--- src/rtl/conv_encoder_frame.sv ---
// conv_encoder_frame: frame-based convolutional encoder, rate 1/N, constraint length K.
// Takes information bits over a valid/ready handshake and emits one N-bit code symbol
// per bit. It appends K-1 zero tail bits so the encoder returns to state 0, then
// pulses o_done. Generator polynomials and frame length are latched at frame start.
module conv_encoder_frame #(
  parameter int CONSTRAINT_LENGTH = 9,
  parameter int CODE_RATE         = 3,
  parameter int FRAME_LEN_W       = 16
) (
  input  logic                                   clk,
  input  logic                                   rst,
  input  logic [CODE_RATE*CONSTRAINT_LENGTH-1:0] i_gen_poly,
  input  logic [FRAME_LEN_W-1:0]                 i_frame_len,
  input  logic                                   i_start,
  input  logic                                   i_bit,
  input  logic                                   i_bit_valid,
  output logic                                   o_bit_ready,
  output logic [CODE_RATE-1:0]                   o_data,
  output logic                                   o_data_valid,
  input  logic                                   i_data_ready,
  output logic                                   o_busy,
  output logic                                   o_done
);

  localparam int K  = CONSTRAINT_LENGTH;
  localparam int N  = CODE_RATE;
  localparam int CW = FRAME_LEN_W + 1;

  typedef enum logic [1:0] {
    ST_IDLE,
    ST_DATA,
    ST_TAIL,
    ST_FLUSH
  } state_t;

  state_t                 state;
  state_t                 state_nxt;
  logic [K-2:0]           sreg;
  logic [CW-1:0]          cnt;
  logic [CW-1:0]          cnt_inc;
  logic [CW-1:0]          data_end;
  logic [CW-1:0]          tail_end;
  logic [N*K-1:0]         poly_q;
  logic [FRAME_LEN_W-1:0] len_q;
  logic                   free;
  logic                   accept;
  logic                   inject;
  logic                   load;
  logic                   enc_bit;
  logic                   done_nxt;
  logic [K-1:0]           mux;
  logic [N-1:0]           enc;

  // Output slot can take a new symbol if empty or being drained this cycle
  assign free     = !o_data_valid || i_data_ready;
  assign cnt_inc  = cnt + 1'b1;
  assign data_end = {1'b0, len_q};
  assign tail_end = {1'b0, len_q} + CW'(K - 1);
  assign load     = accept || inject;
  // Tail cycles feed a zero into the encoder instead of the input bit
  assign enc_bit  = accept ? i_bit : 1'b0;
  assign mux      = {sreg, enc_bit};
  assign o_busy   = (state != ST_IDLE);

  // State register
  always_ff @(posedge clk) begin
    if (rst) state <= ST_IDLE;
    else     state <= state_nxt;
  end

  // Next-state, handshake and control decode
  always_comb begin
    state_nxt   = state;
    o_bit_ready = 1'b0;
    accept      = 1'b0;
    inject      = 1'b0;
    done_nxt    = 1'b0;
    case (state)
      ST_IDLE: begin
        if (i_start) state_nxt = (i_frame_len == '0) ? ST_TAIL : ST_DATA;
      end
      ST_DATA: begin
        o_bit_ready = free;
        accept      = i_bit_valid && free;
        if (accept && (cnt_inc == data_end)) state_nxt = ST_TAIL;
      end
      ST_TAIL: begin
        inject = free;
        if (inject && (cnt_inc == tail_end)) state_nxt = ST_FLUSH;
      end
      ST_FLUSH: begin
        if (o_data_valid && i_data_ready) begin
          done_nxt  = 1'b1;
          state_nxt = ST_IDLE;
        end
      end
      default: state_nxt = ST_IDLE;
    endcase
  end

  // Per-polynomial parity of the tapped window
  always_comb begin
    enc = '0;
    for (int unsigned i = 0; i < N; i++) begin
      enc[i] = ^(mux & poly_q[i*K +: K]);
    end
  end

  // Frame configuration latch, shift register and bit counter
  always_ff @(posedge clk) begin
    if (rst) begin
      sreg   <= '0;
      cnt    <= '0;
      poly_q <= '0;
      len_q  <= '0;
    end else if (state == ST_IDLE) begin
      if (i_start) begin
        poly_q <= i_gen_poly;
        len_q  <= i_frame_len;
        sreg   <= '0;
        cnt    <= '0;
      end
    end else if (load) begin
      sreg <= mux[K-2:0];
      cnt  <= cnt_inc;
    end
  end

  // One-deep output register and done pulse
  always_ff @(posedge clk) begin
    if (rst) begin
      o_data       <= '0;
      o_data_valid <= 1'b0;
      o_done       <= 1'b0;
    end else begin
      o_done <= done_nxt;
      if (load) begin
        o_data       <= enc;
        o_data_valid <= 1'b1;
      end else if (i_data_ready) begin
        o_data_valid <= 1'b0;
      end
    end
  end

endmodule

--- config.mk ---
export PLATFORM = sky130hd
export DESIGN_NAME = conv_encoder_frame
export DESIGN_NICKNAME = d
export VERILOG_FILES = /design/src/rtl/conv_encoder_frame.sv
export SDC_FILE = /design/constraint.sdc
export NUM_CORES = 1
export LEC_CHECK = 0
export BUFFER_PORTS_ARGS = -buffer_cell sky130_fd_sc_hd__buf_4
export CORE_UTILIZATION = 50
export CTS_CLUSTER_DIAMETER = 30
export DETAILED_ROUTE_END_ITERATION = 7
export PLACE_DENSITY = 0.74
export SYNTH_ARGS = -nofsm -noshare
export SYNTH_HDL_FRONTEND = slang
export SYNTH_SLANG_ARGS = --single-unit
--- constraint.sdc ---
create_clock -name clk -period 5.5 [get_ports clk]
set_input_delay 0.275 -clock clk [delete_from_list [all_inputs] [get_ports clk]]
set_output_delay 0.275 -clock clk [all_outputs]
set_load 0.02 [all_outputs]
==> qor.txt <==
Synth area leader = dfxtp_1
clk slew on worst S/H paths = 80 ps
EDFF count, synth = 0
max_cap viols = 0
die footprint = 8998 sq um
H-tree depth = 3
Arr. time, crit path = 3420 ps
number of global-route vias before repair = 3695
Sw Share = 0.3939
part of the power in registers = 0.403
layout cells sized above 1 = 0.1450
WL/cell = 15.11 microns
status = finished, final reports clean
Avg Inst Size Synth = 7.525 sq um
die height = 94.86 microns
Seq cells post-synth = 75
Synth Flop Type = dfxtp_1
Clock Latency Late Sink = 350 ps
internal power = 1.000 mW
Hold WC Path Type = in -> reg
reg2reg path depth = 9
post-route clock period utilization = 0.5772
CP Launch Type = register
CTS resizes = 0
sequential share of the synthesized area = 0.3482
Synth top cells by count = 142 x nand2_1, 75 x a21oi_1, 75 x dfxtp_1, 45 x xnor2_1, 35 x nor2_1
total iterations of the first detailed-routing run = 4
ant diodes = 0
Sink Count = 75
met3 usage = 0.04750
deepest clock path buffer count = 2
Clock power frac = 0.240
routability-driven placement congestion ratio = 0.8941
Synth top area share = 0.3482
CTS tree = done
WP data required = 5750 ps
setup tns final = 0 ps
GR peak layer = met2
Vias = 4128
CTS root buf = clkbuf_8
synthesized cell area = 4312 sq um
# Post-CTS Setup Buffers = 0
fin. max-slew vios = 0
switching power = 0.6498 mW
drt via density = 5.741
GRT overflow = 0
Power Density = 336.9 nW/um^2
final hold vios = 0
crit path to = state[0]$_SDFFE_PP0P_
syn nets = 628
Tightest Pin Transition = 788.6 ps
most frequent cell after synthesis = nand2_1
Global Route Usage Sum = 0.2570
RSZ-0062 raised after global routing = no
Iteration-0 DRC Markers = 255
IO Pins = 56
CP Capture Type = register
CP startpoint = cnt[0]$_SDFFE_PP0P_
initial antenna violation count = 0
# DRC = 0
Area Growth Syn to Fin = 13.58%
met2 usage in global routing = 0.4143
Synth Instances = 573
starting density of the core = 0.5195
largest net degree at the start of global routing = 77
min Tclk post-route = 3174 ps
Routed Antenna Nets = 0
HPWL after DPL = 7672 microns
Comb power frac = 0.358
Clock Skew = 12.33 ps
VDD IR-drop max = 203.7 uV
power after layout = 1.650 mW
Hold Buf Count CTS = 0
ys async rst share = 0
Core Box Area = 8299 sq um
total number of yosys warnings = 0
main area contributors after synthesis = dfxtp_1 35%, nand2_1 12%, xnor2_1 9.1%, a21oi_1 8.7%, nor2_1 3.0%
reg2reg start = cnt[0]$_SDFFE_PP0P_
total CTS buffers = 9
M1 GR Usage = 0.3230
Site Rows = 33
Rel. slew slack = 0.4743
Max Fclk = 0.3150 GHz
first-pass GRT wire length = 17750 microns
P_leak = 1.747 nW
critical path class = reg -> reg
Total Nets Final = 664
Crit Reg-Reg Endpoint = state[0]$_SDFFE_PP0P_
Yosys cell types = 55
DRT Wirelength = 10870 microns
Setup Viol. Count Final = 0
largest fanout on the critical path = 12
Die X = 94.86 microns
reg-to-reg slack, setup = 2330 ps
PortBufs = 55
-- sequential cells by signal, summed over array words and instances, names as in the netlist --
register / count
cnt: 17
o_data_valid: 1
state: 2
len_q: 16
poly_q: 27
o_data: 3
o_done: 1
sreg: 8
-- power groups by stage --
stage          Clock, mW  Sequential, mW  Combinational [mW]
6_report           0.395           0.664               0.590
4_1_cts            0.406           0.663               0.588
3_3_place_gp           0           0.673               0.574
5_1_grt            0.428           0.671               0.655
3_5_place_dp           0           0.674               0.587
2_1_floorplan          0           0.656               0.424
-- final cells by class --
type                       count  area [sq um]
fill                         766          3402
multi-input combinational    458          2620
sequential                    75          1501
timing repair buffer          59         442.9
clock buffer                  12         145.1
tap                          105         131.4
clock inverter                 4         33.78
inverter                       6         22.52
-- cell families after synthesis --
group,Yosys count,synth area share
fa+ha+maj,6,0.01741
xor+xnor,60,0.1259
flops,75,0.3482
compound gates,121,0.1657
simple gates,267,0.2879
buf+inv,40,0.04527
mux,4,0.009576
-- worst max-delay path, stage by stage, from the launching register on --
cell      delay (ps)
dfxtp_1          490
ha_1             290
nand3_1          360
or3_1            570
nor4_1           260
a211oi_1          80
or4_4            500
a21oi_4          210
a211oi_1         100
a31o_1           220
-- how the worst min path moves through the flow --
stage                                  from                       to  slack (ps)  cells past startpoint
finish                        i_gen_poly[5]   poly_q[5]$_SDFFE_PP0P_         170                      3
global placement     poly_q[9]$_SDFFE_PP0P_   poly_q[9]$_SDFFE_PP0P_         440                      2
global route                  i_gen_poly[6]   poly_q[6]$_SDFFE_PP0P_         160                      3
detailed placement  poly_q[12]$_SDFFE_PP0P_  poly_q[12]$_SDFFE_PP0P_         450                      2
CTS                           i_gen_poly[8]   poly_q[8]$_SDFFE_PP0P_         160                      3
floorplan                     i_gen_poly[0]   poly_q[0]$_SDFFE_PP0P_         410                      2
-- layer usage --
layer | vias to the layer above | part of all wire | routed length, microns
li1 | 2052 | - | -
met1 | 1905 | 0.43 | 4647
met2 | 144 | 0.48 | 5199
met3 | 27 | 0.058 | 627
met4 | 0 | 0.036 | 390
met5 | - | 0 | 0
-- placed cells by master, fill, tap and decap left out, types with 5 or more instances in the layout --
master    instances
buf_4            59
inv_1             6
ha_1              6
xnor2_1          45
nor2_1           35
o21ai_0          14
nand3_1          22
xor2_1           14
and2_1            5
clkbuf_8         10
nor3_1           16
nand4_1          11
nor4_1           11
a21oi_1          75
nand2_1         142
dfxtp_1          75
-- metrics by stage --
step	instances	hold slack, ps	instance area (sq um)	worst slack [ps]	utilization
3_3_place_gp	703	443.4	4718	2464	0.5685
6_report	719	167.3	4897	2326	0.5901
5_1_grt	719	162.8	4897	2078	0.5901
4_1_cts	719	156.3	4897	2321	0.5901
3_5_place_dp	703	448.4	4718	2328	0.5685
2_1_floorplan	573	411.0	4312	2832	-
(Power assumes the default switching activity.)
